$ cat src/rtl/keypad_scan_pkg.sv
// keypad_scan_pkg
// Shared types and helpers for the 4x4 keypad scanner:
//   - debounce FSM state encoding
//   - frame result encoding (NONE / KEY / MULTI)
//   - row drive patterns and small bit helpers used by the scanner
package keypad_scan_pkg;

  typedef enum logic [1:0] {
    ST_RELEASED     = 2'd0,
    ST_PRESS_WAIT   = 2'd1,
    ST_HELD         = 2'd2,
    ST_RELEASE_WAIT = 2'd3
  } deb_state_e;

  typedef enum logic [1:0] {
    FR_NONE  = 2'd0,
    FR_KEY   = 2'd1,
    FR_MULTI = 2'd2
  } frame_res_e;

  // Active-low row drive, row_index 0..3.
  localparam logic [3:0] ROW0_N = 4'b1110;
  localparam logic [3:0] ROW1_N = 4'b1101;
  localparam logic [3:0] ROW2_N = 4'b1011;
  localparam logic [3:0] ROW3_N = 4'b0111;

  function automatic logic [3:0] row_pattern(input logic [1:0] idx);
    logic [3:0] pat;
    case (idx)
      2'd0:    pat = ROW0_N;
      2'd1:    pat = ROW1_N;
      2'd2:    pat = ROW2_N;
      default: pat = ROW3_N;
    endcase
    return pat;
  endfunction

  function automatic logic [2:0] count_ones4(input logic [3:0] v);
    logic [2:0] n;
    n = 3'd0;
    for (int i = 0; i < 4; i++) n = n + {2'b00, v[i]};
    return n;
  endfunction

  // Index of the lowest set bit; only meaningful when exactly one bit is set.
  function automatic logic [1:0] ones_index4(input logic [3:0] v);
    logic [1:0] idx;
    idx = 2'd0;
    for (int i = 3; i >= 0; i--) if (v[i]) idx = 2'(i);
    return idx;
  endfunction

endpackage

$ cat src/rtl/keypad_debounce.sv
// keypad_debounce
// Frame-level debouncer. Consumes one resolved frame per frame_valid_i strobe
// and accepts a press or release after DEB_FRAMES identical frames.
// MULTI frames are treated exactly like NONE (ghost rejection).
// Ports:
//   clk_i, rst_i        clock, synchronous active-high reset
//   frame_valid_i       one-cycle strobe on the frame-end cycle
//   frame_res_i         NONE / KEY / MULTI for that frame
//   frame_code_i        key code when frame_res_i is KEY
//   key_o               last accepted key code
//   pressed_o           high in HELD and RELEASE_WAIT
//   key_pulse_o         one-cycle strobe on each accepted press
//
// state         | meaning
// RELEASED      | no key accepted, waiting for a first KEY frame
// PRESS_WAIT    | counting consecutive frames of the candidate code
// HELD          | key accepted and still present
// RELEASE_WAIT  | counting consecutive empty frames before release
module keypad_debounce
  import keypad_scan_pkg::*;
#(
  parameter int unsigned DEB_FRAMES = 4
) (
  input  logic       clk_i,
  input  logic       rst_i,
  input  logic       frame_valid_i,
  input  frame_res_e frame_res_i,
  input  logic [3:0] frame_code_i,
  output logic [3:0] key_o,
  output logic       pressed_o,
  output logic       key_pulse_o
);

  localparam logic [3:0] DEB_TGT = 4'(DEB_FRAMES);

  deb_state_e state_q, state_d;
  logic [3:0] count_q, count_d;
  logic [3:0] cand_q, cand_d;
  logic [3:0] key_q, key_d;
  logic       pulse_q, pulse_d;
  logic       is_key;
  logic [3:0] count_inc;

  always_ff @(posedge clk_i) begin
    if (rst_i) begin
      state_q <= ST_RELEASED;
      count_q <= 4'd0;
      cand_q  <= 4'd0;
      key_q   <= 4'd0;
      pulse_q <= 1'b0;
    end else begin
      state_q <= state_d;
      count_q <= count_d;
      cand_q  <= cand_d;
      key_q   <= key_d;
      pulse_q <= pulse_d;
    end
  end

  always_comb begin
    state_d   = state_q;
    count_d   = count_q;
    cand_d    = cand_q;
    key_d     = key_q;
    pulse_d   = 1'b0;
    is_key    = (frame_res_i == FR_KEY);
    count_inc = count_q + 4'd1;
    if (frame_valid_i) begin
      case (state_q)
        ST_RELEASED: begin
          if (is_key) begin
            state_d = ST_PRESS_WAIT;
            cand_d  = frame_code_i;
            count_d = 4'd1;
          end
        end
        ST_PRESS_WAIT: begin
          if (is_key && frame_code_i == cand_q) begin
            if (count_inc == DEB_TGT) begin
              state_d = ST_HELD;
              key_d   = cand_q;
              pulse_d = 1'b1;
              count_d = 4'd0;
            end else begin
              count_d = count_inc;
            end
          end else if (is_key) begin
            cand_d  = frame_code_i;
            count_d = 4'd1;
          end else begin
            state_d = ST_RELEASED;
            count_d = 4'd0;
          end
        end
        ST_HELD: begin
          // No rollover: any key code keeps the current acceptance.
          if (!is_key) begin
            state_d = ST_RELEASE_WAIT;
            count_d = 4'd1;
          end
        end
        default: begin
          if (is_key) begin
            state_d = ST_HELD;
            count_d = 4'd0;
          end else if (count_inc == DEB_TGT) begin
            state_d = ST_RELEASED;
            count_d = 4'd0;
          end else begin
            count_d = count_inc;
          end
        end
      endcase
    end
  end

  assign key_o       = key_q;
  assign key_pulse_o = pulse_q;
  assign pressed_o   = (state_q == ST_HELD) || (state_q == ST_RELEASE_WAIT);

endmodule

$ cat src/rtl/keypad_scan.sv
// keypad_scan
// 4x4 matrix keypad scanner: drives one row low per dwell of SCAN_DIV
// cycles, samples the synchronized columns on the last dwell cycle,
// resolves each 4-row frame to NONE / KEY / MULTI and hands it to the
// debouncer.
// Ports:
//   clk        system clock
//   rst        synchronous active-high reset
//   col_n[3:0] keypad columns, active-low, asynchronous
//   row_n[3:0] row drive, exactly one bit low
//   key[3:0]   last accepted key, row_index*4+col_index
//   pressed    high while an accepted key is held
//   key_pulse  one-cycle strobe per accepted press
module keypad_scan
  import keypad_scan_pkg::*;
#(
  parameter int unsigned SCAN_DIV   = 20000,
  parameter int unsigned DEB_FRAMES = 4
) (
  input  logic       clk,
  input  logic       rst,
  input  logic [3:0] col_n,
  output logic [3:0] row_n,
  output logic [3:0] key,
  output logic       pressed,
  output logic       key_pulse
);

  localparam int unsigned CNT_W = (SCAN_DIV > 1) ? $clog2(SCAN_DIV) : 1;
  localparam logic [CNT_W-1:0] CNT_TC = CNT_W'(SCAN_DIV - 1);

  logic [3:0]       col_meta_q, col_sync_q;
  logic [CNT_W-1:0] cnt_q, cnt_d;
  logic [1:0]       row_idx_q, row_idx_d;
  logic [3:0]       row_q, row_d;
  logic             found_q, found_d;
  logic             multi_q, multi_d;
  logic [3:0]       code_q, code_d;

  logic             tc;
  logic [3:0]       col_low;
  logic [2:0]       n_low;
  logic             frame_end;
  frame_res_e       frame_res;
  logic [3:0]       frame_code;

  always_ff @(posedge clk) begin
    if (rst) begin
      col_meta_q <= 4'hF;
      col_sync_q <= 4'hF;
      cnt_q      <= '0;
      row_idx_q  <= 2'd0;
      row_q      <= ROW0_N;
      found_q    <= 1'b0;
      multi_q    <= 1'b0;
      code_q     <= 4'd0;
    end else begin
      col_meta_q <= col_n;
      col_sync_q <= col_meta_q;
      cnt_q      <= cnt_d;
      row_idx_q  <= row_idx_d;
      row_q      <= row_d;
      found_q    <= found_d;
      multi_q    <= multi_d;
      code_q     <= code_d;
    end
  end

  always_comb begin
    tc         = (cnt_q == CNT_TC);
    col_low    = ~col_sync_q;
    n_low      = count_ones4(col_low);
    cnt_d      = tc ? '0 : cnt_q + 1'b1;
    row_idx_d  = tc ? row_idx_q + 2'd1 : row_idx_q;
    row_d      = tc ? row_pattern(row_idx_q + 2'd1) : row_q;
    found_d    = found_q;
    multi_d    = multi_q;
    code_d     = code_q;
    if (tc) begin
      if (n_low == 3'd1) begin
        // A second row with a single low also makes the frame ambiguous.
        if (found_q) multi_d = 1'b1;
        else begin
          found_d = 1'b1;
          code_d  = {row_idx_q, ones_index4(col_low)};
        end
      end else if (n_low > 3'd1) begin
        multi_d = 1'b1;
      end
    end
    // The row-3 sample is folded in combinationally so the debouncer sees
    // the complete frame on the frame-end cycle itself.
    frame_end  = tc && (row_idx_q == 2'd3);
    frame_res  = multi_d ? FR_MULTI : (found_d ? FR_KEY : FR_NONE);
    frame_code = code_d;
    if (frame_end) begin
      found_d = 1'b0;
      multi_d = 1'b0;
      code_d  = 4'd0;
    end
  end

  keypad_debounce #(
    .DEB_FRAMES(DEB_FRAMES)
  ) u_debounce (
    .clk_i        (clk),
    .rst_i        (rst),
    .frame_valid_i(frame_end),
    .frame_res_i  (frame_res),
    .frame_code_i (frame_code),
    .key_o        (key),
    .pressed_o    (pressed),
    .key_pulse_o  (key_pulse)
  );

  assign row_n = row_q;

endmodule

$ cat config.mk
export PLATFORM = sky130hd
export DESIGN_NAME = keypad_scan
export DESIGN_NICKNAME = d
export VERILOG_FILES = /design/src/rtl/keypad_scan_pkg.sv /design/src/rtl/keypad_debounce.sv /design/src/rtl/keypad_scan.sv
export SDC_FILE = /design/constraint.sdc
export NUM_CORES = 1
export LEC_CHECK = 0
export BUFFER_PORTS_ARGS = -buffer_cell sky130_fd_sc_hd__buf_2
export CELL_PAD_IN_SITES_DETAIL_PLACEMENT = 2
export CELL_PAD_IN_SITES_GLOBAL_PLACEMENT = 2
export CORE_MARGIN = 10
export CORE_UTILIZATION = 34
export DETAILED_ROUTE_END_ITERATION = 12
export HOLD_SLACK_MARGIN = 0.06
export PLACE_DENSITY = 0.77
export SYNTH_ARGS = -nofsm -noshare
export SYNTH_HDL_FRONTEND = slang
export SYNTH_SLANG_ARGS = --single-unit
$ cat constraint.sdc
create_clock -name clk -period 3.56 [get_ports clk]
set_input_delay 1.068 -clock clk [delete_from_list [all_inputs] [get_ports clk]]
set_output_delay 1.068 -clock clk [all_outputs]
set_load 0.05 [all_outputs]
-- Word level (Yosys, flattened, before mapping)
Index checks and enable logic that the tools add are counted.
- memories kept: 0
- output and inout bits: 10
- RAM bits: 0
- bits in latches: 0
- bits of input ports: 6
- bits in registers: 50
- ROM bits: 0
- word-level logic and storage cells: 89
- divide/modulo/power cells: 0
- mux-type cells: 35
- $add $sub $neg: 6
- bitwise logic cells: 4
- shift operators: 0
- reductions and logical operators: 14
- $mul: 0
- equal/unequal tests: 16
- order comparisons: 1
- operators with widths (operator ; number):
    $mux 4 ; 10
    $mux 2 ; 12
    $pmux 4 s3 ; 2
    $add 15x1->15 const B ; 1
    $eq 15x15->1 const B ; 1
    $mux 1 ; 9
    $eq 2x2->1 const B ; 4
    $pmux 4 s2 ; 1
    $eq 2x1->1 const B ; 3
    $ne 3x3->1 const B ; 2
    $pmux 2 s3 ; 1
    $reduce_and 3->1 ; 2
    $reduce_and 6->1 ; 1
    $add 4x1->4 const B ; 1
    $eq 4x3->1 const B ; 1
    $eq 4x4->1 ; 1
    $logic_not 2->1 ; 2
    $ne 2x2->1 const B ; 2
    $not 4->4 ; 1
    $reduce_and 4->1 ; 1
    $reduce_bool 4->1 ; 1
    $reduce_or 2->1 ; 2
    $reduce_or 4->1 ; 1
    $add 2x1->3 ; 1
    other kinds (10) ; 13

-- Depth between registers and ports, before layout
Gate-level depths: netlist of run 1.
- depth after elaboration: 13
- mapped depth: 13
- gate-level depth less buffers: 13

-- Cells and area by module
A second synthesis of run 1 with hierarchy kept.
- cells, all modules: 279
- area total of the unflattened synthesis: 2479.9 µm²
- modules (own cells, without submodules) (module ; sequential area each (µm²) ; cells each ; area an instance (µm²) ; instances):
    keypad_scan ; 700.7 ; 171 ; 1561.5 ; 1
    keypad_debounce ; 300.3 ; 108 ; 918.4 ; 1

-- Worst setup path before layout of run 1
OpenSTA, ideal clock, no wires.
- path type: flip-flop to flip-flop
- start point: reg col_sync_q[0]
- end point: reg u_debounce.count_q[2]
- buffers on the path: 0
- library setup time: 114 ps
- slack: 99 ps
- cell stages (with the launch flop): 14
- required time: 3446 ps
- period minus slack after synthesis: 3461 ps
- arrival time: 3347 ps
- cell sequence: dfxtp_1 fa_1 inv_1 ha_1 inv_1 ha_1 or4b_2 a211oi_1 a21o_1 o221ai_1 o2111a_2 a31oi_1 o32ai_1 a21o_1
- longest elaborated chain between the ends: 13
- elaborated cells between the ends (all ways): 26
- those cells by class: 3 x add/sub; 1 x order compare; 5 x eq/ne; 14 x mux; 1 x bitwise; 2 x reduce/logical
- ends and longest elaborated chain (what ; line ; text):
    start: declaration ; keypad_scan.sv:32 ; logic [3:0] col_meta_q, col_sync_q;
    start signal: assignment ; keypad_scan.sv:59 ; col_sync_q <= col_meta_q;
    $not 4->4 (*) ; keypad_scan.sv:71 ; col_low = ~col_sync_q;
    $add 1x1->2 ; keypad_scan_pkg.sv:41 ; for (int i = 0; i < 4; i++) n = n + {2'b00, v[i]};
    $add 2x1->3 ; keypad_scan_pkg.sv:41 ;
    $add 3x1->3 ; keypad_scan_pkg.sv:41 ;
    $gt 3x1->1 / $eq 3x1->1 (equally long branches) ; keypad_scan.sv:87, keypad_scan.sv:80 ;
    $mux 1, on equally long branches ; keypad_scan.sv:87, keypad_scan.sv:80 ;
    $mux 1, on equally long branches ; keypad_scan.sv:80, keypad_scan.sv:79 ;
    $mux 1, on equally long branches ; keypad_scan.sv:79, keypad_scan.sv:94 ;
    $mux 2 ; keypad_scan.sv:94 ; frame_res = multi_d ? FR_MULTI : (found_d ? FR_KEY : FR_NONE);
    $eq 2x1->1 ; keypad_debounce.sv:66 ; is_key = (frame_res_i == FR_KEY);
    $logic_and 1x1->1 ; keypad_debounce.sv:78 ; if (is_key && frame_code_i == cand_q) begin
    $mux 4 ; keypad_debounce.sv:78 ;
    $pmux 4 s3 ; keypad_debounce.sv:69 ; case (state_q)
    end signal: assignment ; keypad_debounce.sv:53 ; count_q <= count_d;
    end: declaration ; keypad_debounce.sv:37 ; logic [3:0] count_q, count_d;
Mark *: on every way between the ends. The rest lies on a longest branch, timed or not.
A chain may end at the register's enable or synchronous reset.

-- Final worst setup path of run 1
- start point: reg col_sync_q[0]
- end point: reg u_debounce.cand_q[3]
- longest elaborated chain between the ends: 13
- elaborated cells between the ends (all ways): 25
- those cells by class: 3 x add/sub; 1 x order compare; 4 x eq/ne; 14 x mux; 1 x bitwise; 2 x reduce/logical
- ends and longest elaborated chain (what ; line ; text):
    $not 4->4 (*) ; keypad_scan.sv:71 ;
    $add 1x1->2 ; keypad_scan_pkg.sv:41 ;
    $add 2x1->3 ; keypad_scan_pkg.sv:41 ;
    $add 3x1->3 ; keypad_scan_pkg.sv:41 ;
    $gt 3x1->1 / $eq 3x1->1 (equally long branches) ; keypad_scan.sv:87, keypad_scan.sv:80 ;
    $mux 1, on equally long branches ; keypad_scan.sv:87, keypad_scan.sv:80 ;
    $mux 1, on equally long branches ; keypad_scan.sv:80, keypad_scan.sv:79 ;
    $mux 1, on equally long branches ; keypad_scan.sv:79, keypad_scan.sv:94 ;
    $mux 2 ; keypad_scan.sv:94 ;
    $eq 2x1->1 ; keypad_debounce.sv:66 ;
    $mux 4 / $logic_and 1x1->1 (equally long branches) ; keypad_debounce.sv:71, keypad_debounce.sv:87, keypad_debounce.sv:78 ;
    $mux 4 / $ne 2x2->1 (equally long branches) ; - ;
    $pmux 4 s2 / $reduce_and 3->1 (equally long branches) ; - ;
    end signal: assignment ; keypad_debounce.sv:54 ; cand_q <= cand_d;
    end: declaration ; keypad_debounce.sv:38 ; logic [3:0] cand_q, cand_d;
Mark *: on every way between the ends. The rest lies on a longest branch, timed or not. The select of a mux whose other input is x is not followed.

==> flow_summary.yaml, run 1 <==
status:
  outcome: "finished clean"
detailed_routing:
  wl_met3_um: 159
  wl_met2_um: 3190
  drt-initial-drc-count: 61
  met1Wirelength_um: 2760
  vias: 2013
  drc: 0
  vias_per_cell: 5.06
  final_antenna_net_count: 0
  drt_wl_total_um: 6190
  top_layer: "met4"
  wl_per_cell_um: 15.5
  firstDrtPassIters: 3
cts:
  root_buffer: "clkbuf_8"
  cts_inserted_buffers: 5
  ctsHoldBuffers: 0
  htreeDepth: 2
  cts.clk_slew.worst_paths_ps: 90
  clkLatencyLatePin_ps: 300
  clk_path_buf_depth: 2
  cts_sinks: 50
  cts_tree: "done"
final_layout:
  fin_nets: 323
  num_antenna_cells: 0
  drive_above_1_share: 0.232
  fillCellCount: 793
  fin_area_um2: 2920
  area_growth_pct: 19.1
  utilization: 0.423
setup_path:
  ff2ff_setup_slack_ps: 130
  worstSetupPathType: "reg2reg"
  cp_data_required_time_ps: 3790
  path_max_fanout: 5
  worstReg2RegEnd: "u_debounce.cand_q[3]$_SDFFE_PP0P_"
  start_kind: "flop"
  reg2regPathDepth: 14
  worstPathArrival_ps: 3660
  rr_startpoint: "col_sync_q[0]$_SDFF_PP1_"
  end_kind: "flop"
yosys:
  synth_top_area_share: 0.408
  synthFlopType: "dfxtp_1"
  synth_top_cell_by_area: "dfxtp_1"
  syn_area_um2: 2450
  ys_ff_latch: 50
  syn_avg_cell_area_um2: 8.95
  yosys_warnings: 0
  netlist_instances: 274
  ys_types: 51
  synth_area_leaders: "dfxtp_1, nor2_1, ha_1, xor2_1, mux2i_1"
  ys_seq_area_frac: 0.408
  synthesis.nets: 295
  async_flop_share: 0
  synth_edf_count: 0
place:
  place_hpwl_um: 4580
  placed_area_um2: 2720
  io_buffers: 15
  place_congestion: 0.728
power_and_ir_drop:
  p_int_mw: 0.818
  cellLeakagePower_nw: 1.26
  p_per_area_nw_per_um2: 356
  swShare: 0.214
  combPwrFrac: 0.056
  power_frac_seq: 0.549
  power_frac_clock: 0.395
  power.switching_mw: 0.222
  irDropWorstVdd_uv: 140
timing:
  holdWs_ps: 415
  max_freq_mhz: 292
  worst_pin_slew_ps: 602
  finalHoldViolCount: 0
  setup_viol: 0
  slew-limit-headroom: 0.598
  fin_crit_sh: 0.963
  maxSlewViolCount: 0
  finClkSkew_ps: 4.15
  fin_crit_ps: 3430
die:
  core_area_um2: 6910
  die_h_um: 105
  io_pins: 16
  fp.dieW_um: 105
  num_rows: 30
  initial_core_util: 0.355
  die_area_um2: 11000
grt:
  grt_use_total: 0.114
  overflow: 0
  first_global_vias: 2222
  grt_pass1_wl_um: 10600
  antenna_found_initial: 0
  grt_max_degree: 33
hold_path:
  holdPathEnd: "col_sync_q[1]$_SDFF_PP1_"
  worstHoldStart: "col_meta_q[1]$_SDFF_PP1_"
  min_path_type: "reg2reg"
  holdPathStages: 1
flow_run:
  cap_viol_max_count: 0
final cells by class:
type                       count  area [um2]  share of cell area
inverter                      11        41.3              0.0141
clock buffer                   6        82.6              0.0283
timing repair buffer          27         165              0.0565
sequential                    50        1000               0.344
multi-input combinational    207        1480               0.506
clock inverter                 1        30.0              0.0103
tap                           96         120              0.0411
state kept, by name, indices dropped and copies added, names as in the netlist, 4 cells and up:
name                count
u_debounce.key_o        4
cnt_q                  15
row_n                   4
u_debounce.cand_q       4
u_debounce.count_q      4
col_sync_q              4
code_q                  4
col_meta_q              4
worst max-delay path by stage:
stage / slack (ps) / endpoint / start / depth (start not counted)
after floorplan: 100 / u_debounce.count_q[2]$_SDFFE_PP0P_ / col_sync_q[0]$_SDFF_PP1_ / 13
after global placement: 2 / u_debounce.cand_q[3]$_SDFFE_PP0P_ / col_sync_q[0]$_SDFF_PP1_ / 14
after detailed placement: -130 / u_debounce.cand_q[3]$_SDFFE_PP0P_ / col_sync_q[0]$_SDFF_PP1_ / 14
after CTS: 20 / u_debounce.state_q[0]$_SDFFE_PP0P_ / col_sync_q[0]$_SDFF_PP1_ / 14
after global routing: -30 / u_debounce.cand_q[3]$_SDFFE_PP0P_ / col_sync_q[0]$_SDFF_PP1_ / 14
final: 130 / u_debounce.cand_q[3]$_SDFFE_PP0P_ / col_sync_q[0]$_SDFF_PP1_ / 14
layer usage:
metal	vias to the layer above	GRT usage
met5	-	0
met4	0	0.0353
met3	7	0.0246
met2	14	0.205
met1	1002	0.130
li1	990	-
power groups by stage:
stage | registers [mW] | logic, mW | clock network [mW]
4_1_cts | 0.571 | 0.0544 | 0.425
3_3_place_gp | 0.583 | 0.0486 | 0
6_report | 0.571 | 0.0585 | 0.411
5_1_grt | 0.572 | 0.0653 | 0.448
2_1_floorplan | 0.582 | 0.0316 | 0
3_5_place_dp | 0.584 | 0.0510 | 0
cell usage in the layout (no fill, tap or decap), types with 2 or more instances in the layout:
| cell | instances |
|---|---|
| a211o_1 | 3 |
| or2_2 | 10 |
| nand4_1 | 4 |
| dfxtp_2 | 3 |
| a21oi_1 | 8 |
| o21ai_1 | 3 |
| o21ai_0 | 3 |
| a21boi_0 | 2 |
| or4b_4 | 2 |
| nor3_1 | 5 |
| dfxtp_1 | 47 |
| and2_1 | 3 |
| nand3b_1 | 2 |
| clkbuf_8 | 6 |
| buf_4 | 12 |
| xor2_1 | 11 |
| ha_1 | 12 |
| and3_1 | 2 |
| inv_1 | 11 |
| nor2b_1 | 3 |
| nor2_1 | 49 |
| buf_2 | 15 |
| nand3_1 | 7 |
| nand2_1 | 19 |
| nand2b_1 | 3 |
| a21o_1 | 5 |
| o32ai_1 | 2 |
| xnor2_1 | 7 |
| mux2i_1 | 8 |
timing repair:
item,4_1_cts,5_1_grt
pin swaps,1,7
gates resized for setup,6,14
setup buffers,0,0
endpoints found under the setup margin,14,14
cell families after synthesis:
family          Yosys count  share of synthesized area
compound gates           41                      0.118
flops                    50                      0.408
buf+inv                  17                     0.0260
mux                      10                     0.0433
simple gates            123                      0.261
fa+ha+maj                15                     0.0796
xor+xnor                 18                     0.0643
critical path, stage by stage, from the launching register on:
cell	delay (ps)
dfxtp_2	340
fa_1	530
inv_1	40
ha_2	170
inv_1	90
ha_4	200
or4b_4	520
a211oi_2	190
buf_4	160
a21o_1	110
o221ai_1	130
o2111a_2	260
a21o_4	250
or2_1	240
a21oi_2	130
cells in the mapped netlist (2+ instances only):
cell type / count
nor2_1: 51
dfxtp_1: 50
nand2_1: 19
ha_1: 14
inv_1: 11
xor2_1: 11
or2_2: 10
a21oi_1: 8
mux2i_1: 8
nand3_1: 7
xnor2_1: 7
a21o_1: 6
clkbuf_1: 6
nor3_1: 5
nand4_1: 4
o21ai_0: 4
a211o_1: 3
and2_1: 3
nand2b_1: 3
nor2b_1: 3
o21ai_1: 3
a211oi_1: 2
a21boi_0: 2
a21oi_2: 2
and3_1: 2
nand3b_1: 2
nor3b_1: 2
o2111ai_1: 2
o32ai_1: 2
metrics by stage:
step	power, mW	setup TNS, ps	cells	setup WS (ps)
after floorplan	0.614	0	274	99.3
after global placement	0.631	0	391	1.92
after detailed placement	0.635	-888	391	-128
after CTS	1.05	0	398	21.9
after global routing	1.09	-86.9	398	-31.6
final	1.04	0	398	130
Note: power is estimated with default switching activity, not from simulation.
==> run 2, diff against run 1 <==
Settings changed: GPL_TIMING_DRIVEN set to 0, PLACE_DENSITY 0.77 to 0.75.
==> flow_summary.yaml, run 2 (synthesized netlist as in run 1, its figures left out) <==
hold_path:
  min_path_type: "reg2reg"
  worstHoldStart: "col_meta_q[2]$_SDFF_PP1_"
  holdPathEnd: "col_sync_q[2]$_SDFF_PP1_"
  holdPathStages: 1
timing:
  slew-limit-headroom: 0.518
  setup_viol: 0
  fin_crit_sh: 0.971
  maxSlewViolCount: 0
  max_freq_mhz: 289
  finalHoldViolCount: 0
  finClkSkew_ps: 6.21
  fin_crit_ps: 3460
  worst_pin_slew_ps: 717
status:
  outcome: "finished clean"
setup_path:
  reg2regPathDepth: 14
  worstSetupPathType: "reg2reg"
  end_kind: "flop"
  rr_startpoint: "col_sync_q[0]$_SDFF_PP1_"
  worstReg2RegEnd: "u_debounce.count_q[0]$_SDFFE_PP0P_"
  cp_data_required_time_ps: 3760
  start_kind: "flop"
  ff2ff_setup_slack_ps: 100
  path_max_fanout: 4
  worstPathArrival_ps: 3660
final_layout:
  multi_input_comb_area_um2: 1520
  largest_register_ffs: 15
  num_antenna_cells: 0
  regMostFlops: "cnt_q"
  area_growth_pct: 20.5
  drive_above_1_share: 0.232
  fillCellCount: 776
  fin_nets: 326
  utilization: 0.428
  final_cell_mix: "nor2_1, dfxtp_1, nand2_1"
  fin_area_um2: 2960
  mostFrequentLayoutCell: "nor2_1"
  fin_cells: 402
  register_area_um2: 1000
power_and_ir_drop:
  p_per_area_nw_per_um2: 355
  p_int_mw: 0.802
  power_frac_seq: 0.545
  power.switching_mw: 0.246
  power_frac_clock: 0.400
  cellLeakagePower_nw: 1.25
  irDropWorstVdd_uv: 139
  combPwrFrac: 0.056
  swShare: 0.235
cts:
  ctsHoldBuffers: 0
  htreeDepth: 2
  cts_inserted_buffers: 5
  clk_path_buf_depth: 2
  clkLatencyLatePin_ps: 310
  cts_sinks: 50
  root_buffer: "clkbuf_8"
  cts.clk_slew.worst_paths_ps: 100
  cts_tree: "done"
die:
  fp.dieW_um: 105
  die_area_um2: 11000
  initial_core_util: 0.355
  core_area_um2: 6910
  io_pins: 16
  num_rows: 30
  die_h_um: 105
place:
  placed_area_um2: 2650
  io_buffers: 15
  place_congestion: 0.746
  dp.cells: 385
  place_hpwl_um: 4530
detailed_routing:
  drt-initial-drc-count: 74
  vias_per_cell: 5.10
  drt_wl_total_um: 6920
  vias: 2050
  wl_per_cell_um: 17.2
  final_antenna_net_count: 0
  drc: 0
  firstDrtPassIters: 4
grt:
  grt_max_degree: 17
  first_global_vias: 2284
  grt_pass1_wl_um: 11300
  antenna_found_initial: 0
  overflow: 0
  grt_use_total: 0.122
flow_run:
  cap_viol_max_count: 0
## run 2: worst max-delay path by stage
stage                        startpoint                                  to  slack [ps]  depth (start not counted)
6_report       col_sync_q[0]$_SDFF_PP1_  u_debounce.count_q[0]$_SDFFE_PP0P_         100                         14
5_1_grt        col_sync_q[0]$_SDFF_PP1_  u_debounce.count_q[0]$_SDFFE_PP0P_         -70                         14
4_1_cts        col_sync_q[0]$_SDFF_PP1_  u_debounce.state_q[0]$_SDFFE_PP0P_           8                         13
3_5_place_dp   col_sync_q[0]$_SDFF_PP1_  u_debounce.count_q[2]$_SDFFE_PP0P_        -440                         13
3_3_place_gp   col_sync_q[0]$_SDFF_PP1_  u_debounce.count_q[2]$_SDFFE_PP0P_        -330                         13
2_1_floorplan  col_sync_q[0]$_SDFF_PP1_  u_debounce.count_q[2]$_SDFFE_PP0P_         100                         13
## run 2: worst max-delay path: stages, from the launching register on
cell	delay [ps]
dfxtp_2	350
fa_1	530
inv_1	40
ha_2	170
inv_2	60
ha_4	190
or4b_4	540
a211oi_4	290
a21o_1	180
o221ai_2	100
o2111a_2	210
buf_4	150
o21ai_0	100
a21oi_1	120
a211oi_1	320
## run 2: stage by stage
stage	TNS [ps]	hold slack, ps	power [mW]	setup slack, ps
after floorplan	0	389	0.614	99.3
after global placement	-2440	394	0.627	-331
after detailed placement	-4220	403	0.630	-436
after CTS	0	428	1.05	7.85
after global routing	-173	449	1.09	-73.8
final	0	419	1.05	103
## run 2: metal layers
| metal | up-vias | wire, um | share of wire | GRT usage |
|---|---|---|---|---|
| met2 | 27 | 3460 | 0.50 | 0.212 |
| met3 | 12 | 202 | 0.029 | 0.0283 |
| li1 | 993 | - | - | - |
| met4 | 0 | 119 | 0.017 | 0.0373 |
| met1 | 1018 | 3130 | 0.45 | 0.146 |
| met5 | - | 0 | 0 | 0 |
## run 2: power groups by stage
stage | clock (mW) | combinational, mW | sequential, mW
after global placement | 0 | 0.0444 | 0.583
final | 0.419 | 0.0583 | 0.571
after global routing | 0.452 | 0.0664 | 0.573
after floorplan | 0 | 0.0316 | 0.582
after CTS | 0.430 | 0.0505 | 0.571
after detailed placement | 0 | 0.0464 | 0.583
## run 2: repair_timing
item	4_1_cts	5_1_grt
resized for setup	12	13
setup buffers	2	6
gates cloned	0	1
setup endpoints to repair	15	14
pin swaps	3	7
## run 2: cell type report
cell class | instances | share of cell area
Inverter | 11 | 0.0140
Buffer | 6 | 0.00762
Clock inverter | 3 | 0.0148
Timing Repair Buffer | 23 | 0.0457
Multi-Input combinational cell | 208 | 0.515
Tap cell | 96 | 0.0406
Sequential cell | 50 | 0.339
Clock buffer | 5 | 0.0233
==> run 3, diff against run 2 <==
Settings changed: CORE_UTILIZATION 34 to 35, PLACE_DENSITY 0.75 to 0.74.
Clock period 3.56 ns to 3.54 ns, I/O delays scaled along.
==> flow_summary.yaml, run 3 (synthesized netlist as in run 1, its figures left out) <==
timing:
  setup_viol: 0
  maxSlewViolCount: 0
  finalHoldViolCount: 0
  holdWs_ps: 420
  finClkSkew_ps: 10.2
  setup_tns_ps: 0
  worst_pin_slew_ps: 690
  slew-limit-headroom: 0.537
  max_freq_mhz: 296
  fin_crit_ps: 3380
  fin_ws_ps: 164
  fin_crit_sh: 0.954
detailed_routing:
  vias: 2010
  vias_per_cell: 5.03
  drc: 0
  drt_wl_total_um: 6100
  wl_per_cell_um: 15.3
  firstDrtPassIters: 4
  drt-initial-drc-count: 44
  final_antenna_net_count: 0
final_layout:
  fin_nets: 324
  fin_area_um2: 2900
  largest_register_ffs: 15
  mostFrequentLayoutCell: "nor2_1"
  area_growth_pct: 18.3
  num_antenna_cells: 0
  final_cell_mix: "nor2_1, dfxtp_1, nand2_1"
  regMostFlops: "cnt_q"
  drive_above_1_share: 0.217
die:
  core_area_um2: 6790
  initial_core_util: 0.361
  num_rows: 30
  io_pins: 16
  fp.dieW_um: 104
  die_area_um2: 10800
  die_h_um: 104
grt:
  overflow: 0
  grt_max_degree: 18
  antenna_found_initial: 0
  first_global_vias: 2125
  grt_pass1_wl_um: 10400
  grt_use_total: 0.112
setup_path:
  path_cells: "fa_1, inv_1, ha_2, inv_1, ha_1, or4b_4, buf_4, nor2_1, o221ai_2, o2111a_2, a21o_4, or2_1, a21oi_2"
  crit_top_cell: "inv_1"
  end_kind: "flop"
  path_max_fanout: 5
  crit_path_top_delay_cell: "or4b_4"
  worstSetupPathType: "reg2reg"
  worstPathArrival_ps: 3620
  start_kind: "flop"
  slowest_delay_ps: 540
  cp_data_required_time_ps: 3790
power_and_ir_drop:
  p_per_area_nw_per_um2: 339
  power.total_mw: 0.984
  irDropWorstVdd_uv: 139
  cellLeakagePower_nw: 1.23
cts:
  cts_inserted_buffers: 5
  clkLatencyLatePin_ps: 310
  htreeDepth: 2
  root_buffer: "clkbuf_8"
  clk_path_buf_depth: 2
  cts_tree: "done"
  cts_sinks: 50
  cts.clk_slew.worst_paths_ps: 100
status:
  outcome: "finished clean"
place:
  place_congestion: 0.743
  dp_slack_ps: -444
  io_buffers: 15
  placed_area_um2: 2650
  place_hpwl_um: 4510
hold_path:
  min_path_type: "reg2reg"
flow_run:
  cap_viol_max_count: 0
[run 3: cell types whose count changed in the layout (fill, tap and decap cells not counted), sizes merged]
cell      delta
buf          -2
bufinv       -1
clkinv       -1
clkinvlp     +2
[run 3: final cells by class]
type,instances,area (um2)
plain buffers,6,22.5
well taps,96,120
multi-input cells,208,1500
flip-flops and latches,50,1000
repair buffers,21,120
clock buffers,5,68.8
fillers,768,3890
clock inverters,3,23.8
inverters,11,41.3
[run 3: stage by stage]
step | utilization | instances
2_1_floorplan | - | 274
6_report | 0.427 | 400
5_1_grt | 0.427 | 400
4_1_cts | 0.413 | 394
3_5_place_dp | 0.390 | 385
3_3_place_gp | 0.390 | 385
[run 3: worst paths after layout]
check / startpoint / cells past startpoint / slack [ps] / to
min: col_meta_q[2]$_SDFF_PP1_ / 1 / 420 / col_sync_q[2]$_SDFF_PP1_
min reg2reg: col_meta_q[2]$_SDFF_PP1_ / 1 / 420 / col_sync_q[2]$_SDFF_PP1_
max reg2reg: col_sync_q[0]$_SDFF_PP1_ / 13 / 160 / u_debounce.cand_q[3]$_SDFFE_PP0P_
max: col_sync_q[0]$_SDFF_PP1_ / 13 / 160 / u_debounce.cand_q[3]$_SDFFE_PP0P_
[run 3: repair_timing]
item / 4_1_cts / 5_1_grt
gates cloned: 0 / 1
resized for setup: 11 / 11
setup buffers: 1 / 5
setup endpoints to repair: 15 / 11
hold endpoints to repair: 0 / 0
hold buffers: 0 / 0
pin swaps: 2 / 10
[run 3: report_power, final]
group / total [mW] / switching, mW / internal (mW)
Combinational: 0.0653 / 0.0345 / 0.0308
Sequential: 0.574 / 0.00467 / 0.569
Clock: 0.345 / 0.203 / 0.142
Total: 0.984 / 0.242 / 0.742
[run 3: per-layer routing]
layer	vias up	wire length, um	global-route usage
met5	-	0	0
met4	0	49	0.0268
met3	5	140	0.0254
met2	12	3090	0.199
met1	997	2820	0.133
li1	996	-	-
[run 3: worst max-delay path, delay by kind of cell (launching register included)]
kind	cells	cell delay (ps)
buffers and inverters	3	280
adder cells (fa/ha/maj)	3	920
flip-flops	1	350
AO/OA/AOI/OAI	4	790
AND/OR/NAND/NOR	3	980
